$ cat config.mk
export PLATFORM = sky130hd
export DESIGN_NAME = clk_period_meter
export DESIGN_NICKNAME = d
export VERILOG_FILES = /design/src/rtl/clk_period_meter.sv
export SDC_FILE = /design/constraint.sdc
export NUM_CORES = 1
export LEC_CHECK = 0
export ABC_AREA = 1
export CAP_MARGIN = 20
export CORE_UTILIZATION = 58
export DETAILED_ROUTE_END_ITERATION = 10
export HOLD_SLACK_MARGIN = 0.06
export PLACE_DENSITY = 0.8
export SLEW_MARGIN = 10
export SYNTH_ARGS = -nofsm -noshare
export SYNTH_HDL_FRONTEND = slang
export SYNTH_SLANG_ARGS = --single-unit
$ cat constraint.sdc
create_clock -name i_clk -period 2.2 [get_ports i_clk]
set_clock_uncertainty 0.15 [all_clocks]
set_input_delay 0.55 -clock i_clk [delete_from_list [all_inputs] [get_ports i_clk]]
set_output_delay 0.55 -clock i_clk [all_outputs]
set_load 0.05 [all_outputs]
$ cat src/rtl/clk_period_meter.sv
// Measures period and high time of a slow asynchronous clock in i_clk cycles.
// One measurement per i_start; results held until the next successful measurement.
module clk_period_meter #(
  parameter int P_CNT_WIDTH = 16,
  parameter int P_TIMEOUT   = 65535
) (
  input  logic                   i_clk,
  input  logic                   i_rst,
  input  logic                   i_sig,
  input  logic                   i_start,
  output logic                   o_busy,
  output logic                   o_valid,
  output logic [P_CNT_WIDTH-1:0] o_period,
  output logic [P_CNT_WIDTH-1:0] o_high,
  output logic                   o_timeout
);

  typedef enum logic [1:0] {
    IDLE      = 2'd0,
    WAIT_EDGE = 2'd1,
    MEASURE   = 2'd2
  } state_t;

  localparam logic [P_CNT_WIDTH-1:0] ONE      = P_CNT_WIDTH'(1);
  localparam logic [P_CNT_WIDTH-1:0] TMO_LAST = P_CNT_WIDTH'(P_TIMEOUT - 1);

  state_t state, state_nxt;

  logic sync1, sync2, sig_d;
  logic rise, fall;

  logic [P_CNT_WIDTH-1:0] cnt, cnt_nxt;
  logic [P_CNT_WIDTH-1:0] high_reg, high_reg_nxt;
  logic [P_CNT_WIDTH-1:0] timer, timer_nxt;
  logic [P_CNT_WIDTH-1:0] period_nxt, high_out_nxt;
  logic                   valid_nxt, timeout_nxt;
  logic                   tmo_hit;

  // Two-flop synchronizer plus one edge flop: rise and fall see identical latency.
  always_ff @(posedge i_clk or negedge i_rst) begin
    if (!i_rst) begin
      sync1 <= 1'b0;
      sync2 <= 1'b0;
      sig_d <= 1'b0;
    end else begin
      sync1 <= i_sig;
      sync2 <= sync1;
      sig_d <= sync2;
    end
  end

  assign rise    = sync2 & ~sig_d;
  assign fall    = ~sync2 & sig_d;
  assign tmo_hit = (timer == TMO_LAST);
  assign o_busy  = (state != IDLE);

  always_ff @(posedge i_clk or negedge i_rst) begin
    if (!i_rst) begin
      state     <= IDLE;
      cnt       <= '0;
      high_reg  <= '0;
      timer     <= '0;
      o_period  <= '0;
      o_high    <= '0;
      o_valid   <= 1'b0;
      o_timeout <= 1'b0;
    end else begin
      state     <= state_nxt;
      cnt       <= cnt_nxt;
      high_reg  <= high_reg_nxt;
      timer     <= timer_nxt;
      o_period  <= period_nxt;
      o_high    <= high_out_nxt;
      o_valid   <= valid_nxt;
      o_timeout <= timeout_nxt;
    end
  end

  always_comb begin
    state_nxt    = state;
    cnt_nxt      = cnt;
    high_reg_nxt = high_reg;
    timer_nxt    = timer;
    period_nxt   = o_period;
    high_out_nxt = o_high;
    valid_nxt    = 1'b0;
    timeout_nxt  = 1'b0;

    case (state)
      IDLE: begin
        if (i_start) begin
          state_nxt = WAIT_EDGE;
          timer_nxt = '0;
        end
      end

      WAIT_EDGE: begin
        timer_nxt = timer + ONE;
        // A rise here only opens the window, so it cannot rescue a timeout.
        if (tmo_hit) begin
          state_nxt   = IDLE;
          timeout_nxt = 1'b1;
        end else if (rise) begin
          cnt_nxt      = ONE;
          high_reg_nxt = '0;
          state_nxt    = MEASURE;
        end
      end

      MEASURE: begin
        timer_nxt = timer + ONE;
        if (rise) begin
          period_nxt   = cnt;
          high_out_nxt = high_reg;
          valid_nxt    = 1'b1;
          state_nxt    = IDLE;
        end else begin
          cnt_nxt = cnt + ONE;
          if (fall) high_reg_nxt = cnt;
          if (tmo_hit) begin
            state_nxt   = IDLE;
            timeout_nxt = 1'b1;
          end
        end
      end

      default: state_nxt = IDLE;
    endcase
  end

endmodule

* Word-level counts from Yosys, hierarchy flattened
Index checks and enable logic that the tools add are counted.
** Word-level totals
- Bits in registers :: 87
- Word-level logic and storage cells :: 59
- Output and inout port bits :: 35
- Input bits :: 4
** Operators by class
- Equality and inequality tests :: 10
- Reductions and logical operators :: 10
- Mux-type cells :: 22
- Bitwise gates (word level) :: 4
- Add/subtract/negate cells :: 2
** Operators with widths (count)
- $mux W16 :: 8
- $pmux W16 S2 :: 3
- $add A16 B1 Y16 const B :: 2
- $eq A16 B16 Y1 const B :: 1
- $mux W2 :: 5
- $ne A2 B2 Y1 const B :: 5
- $ne A3 B3 Y1 const B :: 2
- $pmux W2 S3 :: 1
- $reduce_bool A2 Y1 :: 3
- $reduce_and A5 Y1 :: 1
- $mux W1 :: 4
- $reduce_and A2 Y1 :: 2
- $reduce_and A4 Y1 :: 1
- $reduce_and A3 Y1 :: 1
- $and A1 B1 Y1 :: 2
- $eq A2 B1 Y1 const B :: 1
- $eq A2 B2 Y1 const B :: 1
- $logic_not A2 Y1 :: 1
- $not A1 Y1 :: 2
- $pmux W1 S2 :: 1
- $reduce_or A2 Y1 :: 1

* Depth between registers and ports, before layout
Gate-level depths: netlist (run 1).
- Word-level depth :: 5
- Depth in mapped cells :: 11
- Mapped depth without buffers :: 11

* Worst setup path after synthesis (run 1)
OpenSTA, ideal clock, no wires.
- Path type :: register to register
- From :: register state[0]
- To :: register timer[14]
- Data required time :: 1979 ps
- Path slack :: 238 ps
- Setup time :: 71 ps
- Cell stages (with the launch flop) :: 12
- Data arrival time :: 1741 ps
- Period minus slack after synthesis :: 1962 ps
- Path through :: dfrtp_1 -> inv_1 -> ha_1 -> inv_1 -> nand2_1 -> nand2_2 -> nand2_1 -> nor2_1 -> nand3_1 -> nand2_1 -> inv_1 -> nor2_1
** Between the ends
- Longest elaborated chain between the ends :: 4
- Elaborated cells on any way between the ends :: 8
** RTL lines
- from (decl) :: RTL line 27 : state_t state, state_nxt;
- from (signal assigned) :: RTL line 68 : state <= state_nxt;
- $eq A2 B2 Y1 / $eq A2 B1 Y1 (equally long branches) :: RTL line 89 : case (state)
- $reduce_or A2 Y1 (no line)
- $reduce_bool A2 Y1 (no line)
- $reduce_and A2 Y1 (no line)
- to (signal assigned) :: RTL line 71 : timer <= timer_nxt;
- to (decl) :: RTL line 34 : logic [P_CNT_WIDTH-1:0] timer, timer_nxt;
Several ways; a longest one is shown, not always the timed one.
A chain may end at the register's enable or synchronous reset.

* Worst setup path in the final report (run 1)
- From :: register state[0]
- To :: output port o_busy
** Between the ends
- Longest elaborated chain between the ends :: 1
** RTL lines
- $reduce_bool A2 Y1 :: RTL line 55 : assign o_busy = (state != IDLE);
- to (decl) :: RTL line 11 : output logic o_busy,
Every way passes these cells.

==> results of run 1 <==
[cell type report]
class	count	area, µm²
Tap cell	99	124
Inverter	61	229
Clock buffer	10	138
Timing Repair Buffer	42	369
Sequential cell	87	2180
Clock inverter	6	67.6
Multi-Input combinational cell	380	1820
Fill cell	627	2330
[worst max-delay path by stage]
stage | from | end | slack, ns | cells after the start
after CTS | o_valid | o_valid | 0.002 | 1
final | state[0] | o_busy | 0.17 | 4
after detailed placement | i_start | timer[4] | 0.07 | 6
after global placement | i_start | timer[14] | 0.12 | 9
after global routing | state[0] | o_period[15] | 0.02 | 7
after floorplan | state[0] | timer[14] | 0.24 | 11
[cell families (layout without fill, tap and decap cells)]
group           count (synthesis)  after routing
xor+xnor                        1              1
compound gates                 48             48
buf+inv                        78            119
fa+ha+maj                       6              6
flops                          87             87
simple gates                  325            325
[through the flow]
step / worst slack (ns) / power [mW] / instances / utilization / hold slack, ns
2_1_floorplan: 0.238 / 2.95 / 545 / - / 0.104
3_3_place_gp: 0.125 / 3.16 / 669 / 0.653 / 0.184
3_5_place_dp: 0.0710 / 3.19 / 669 / 0.653 / 0.193
4_1_cts: 0.00180 / 4.33 / 685 / 0.678 / 0.0813
5_1_grt: 0.0190 / 4.56 / 685 / 0.679 / 0.0932
6_report: 0.173 / 4.31 / 685 / 0.679 / 0.0551
[per-layer routing]
layer,GRT usage,part of all wire
met5,0,0
met4,0.103,0.024
met3,0.0485,0.051
met2,0.396,0.47
met1,0.327,0.45
[where the power goes]
part	leakage (nW)	switching, mW	internal (mW)
logic	1.35	0.965	0.361
clock network	0.105	0.596	0.564
registers	1.20	0.109	1.71
total	2.66	1.67	2.64
[timing repair]
item	CTS	global route
setup endpoints to repair	15	1
hold buffers	0	0
setup buffers	0	0
resized for setup	15	1
[layout by cell type (no fill, tap or decap), types with 2 or more instances in the layout]
| cell type | count |
|---|---|
| ha_1 | 6 |
| buf_4 | 22 |
| o21ai_0 | 19 |
| nand2_2 | 8 |
| nand3_4 | 2 |
| clkdlybuf4s50_1 | 2 |
| dfrtp_1 | 87 |
| nand2_1 | 203 |
| a21oi_1 | 7 |
| clkinv_2 | 2 |
| nor3_1 | 7 |
| inv_1 | 57 |
| nor2_1 | 38 |
| nand3_1 | 35 |
| o21ai_2 | 12 |
| buf_12 | 2 |
| inv_2 | 4 |
| clkbuf_8 | 10 |
| nand4_1 | 25 |
| nand2_4 | 2 |
| dlygate4sd2_1 | 15 |
| o21ai_1 | 7 |
| nor2_8 | 2 |
==> impl_metrics.env, run 1 <==
export IMPL_status="finished, final reports clean"
export IMPL_setup_tns_ns=0
export IMPL_grt_pass1_vias=3215
export IMPL_avgViaCountPerCell=5.30
export IMPL_h_tree_depth=3
export IMPL_fin_crit_ns=2.03
export IMPL_irDropWorstVdd_v=0.000872
export IMPL_cts_made_buffers=9
export IMPL_yosysWarnings=0
export IMPL_cts_sink_count=87
export IMPL_synth_top_area_share=0.502
export IMPL_clk_pin_slew_ns=0.08
export IMPL_antenna_left=0
export IMPL_max_freq_mhz=493
export IMPL_synthesis_instances=545
export IMPL_ys_types=31
export IMPL_power_density_mw_per_mm2=875
export IMPL_arrival_ns=1.33
export IMPL_antenna_cells=0
export IMPL_gp_congestion=0.925
export IMPL_place_area_mm2=0.00473
export IMPL_synth_top_family_by_area="simple AND/OR/NAND/NOR gates"
export IMPL_routed_via_count=3633
export IMPL_crit_chain="inv_1 -> ha_1 -> inv_1 -> buf_12"
export IMPL_synth_fa_ha_area_frac=0.0173
export IMPL_yosys_area_top_type="dfrtp_1"
export IMPL_min_path_type="in -> async"
export IMPL_slowest_stage="dfrtp_1"
export IMPL_seq_area_frac_synth=0.502
export IMPL_grt_pass1_wl_um=14700
export IMPL_gr_usage_all_layers=0.246
export IMPL_clockBufferDepth=2
export IMPL_layout_drive_gt1_share=0.125
export IMPL_die_area_mm2=0.00783
export IMPL_cp_required_ns=1.50
export IMPL_async_flop_share=1.00
export IMPL_row_count=31
export IMPL_hold_viol=0
export IMPL_synth_common_cells="nand2_1 (203), dfrtp_1 (87), inv_1 (57)"
export IMPL_clk_latency_ns=0.36
export IMPL_antenna_found_initial=0
export IMPL_routedWlPerCell_um=12.7
export IMPL_area_growth_pct=13.5
export IMPL_setup_viol=0
export IMPL_leakage_nw=2.66
export IMPL_relSlewSlack=0.499
export IMPL_nets=591
export IMPL_rsz0062_at_grt="no"
export IMPL_maxCapViolations=0
export IMPL_synth_most_common_cell="nand2_1"
export IMPL_synth_ff_type="dfrtp_1"
export IMPL_cts_tree="yes"
export IMPL_synth_xor_area_share=0.00202
export IMPL_design_area_mm2=0.00492
export IMPL_first_pass_iters=5
export IMPL_grt_ovfl_total=0
export IMPL_cp_start_kind="flip-flop"
export IMPL_ios=39
export IMPL_synth_fp_nets=555
export IMPL_rr_endpoint="o_period[11]"
export IMPL_crit_family="flip-flops"
export IMPL_syn_avg_cell_area_um2=7.96
export IMPL_dp_hpwl_um=6230
export IMPL_fp_dieW_um=88.5
export IMPL_path_max_fanout=4
export IMPL_period_share=0.921
export IMPL_ys_ff_latch=87
export IMPL_drt_iter0_markers=303
export IMPL_crit_buf_inv=3
export IMPL_core_area_mm2=0.00725
export IMPL_die_height_um=88.5
export IMPL_synth_edff_count=0
export IMPL_start_util=0.598
export IMPL_path_class="reg -> out"
export IMPL_synthMuxAreaShare=0
export IMPL_worst_r2r_setup_slack_ns=0.18
export IMPL_grt_max_degree=88
export IMPL_critPathCaptureType="primary output"
export IMPL_routed_wl_um=8680
export IMPL_root_buffer="clkbuf_8"
export IMPL_worstMarginPinSlew_ns=0.752
export IMPL_synth_compound_area_frac=0.0675
export IMPL_synthSimpleGateAreaFrac=0.332
export IMPL_r2r_start="state[0]"
export IMPL_portBuffers=38
export IMPL_slowest_delay_ns=0.37
export IMPL_synthTopCellsByArea="dfrtp_1 (50%), nand2_1 (18%), inv_1 (4.9%), nand3_1 (4.0%), nand4_1 (3.6%)"
export IMPL_drc=0
export IMPL_crit_top_cell="inv_1"
export IMPL_slew_viol_final=0
export IMPL_syn_area_mm2=0.00434
export IMPL_worstRegToRegCells=6
No activity file was read; power rests on OpenSTA's default activity.
==> run 2, diff against run 1 <==
TNS_END_PERCENT = 30   (was unset)
==> results of run 2 <==
The final DEF is identical to that of run 1; final timing and power are the same.
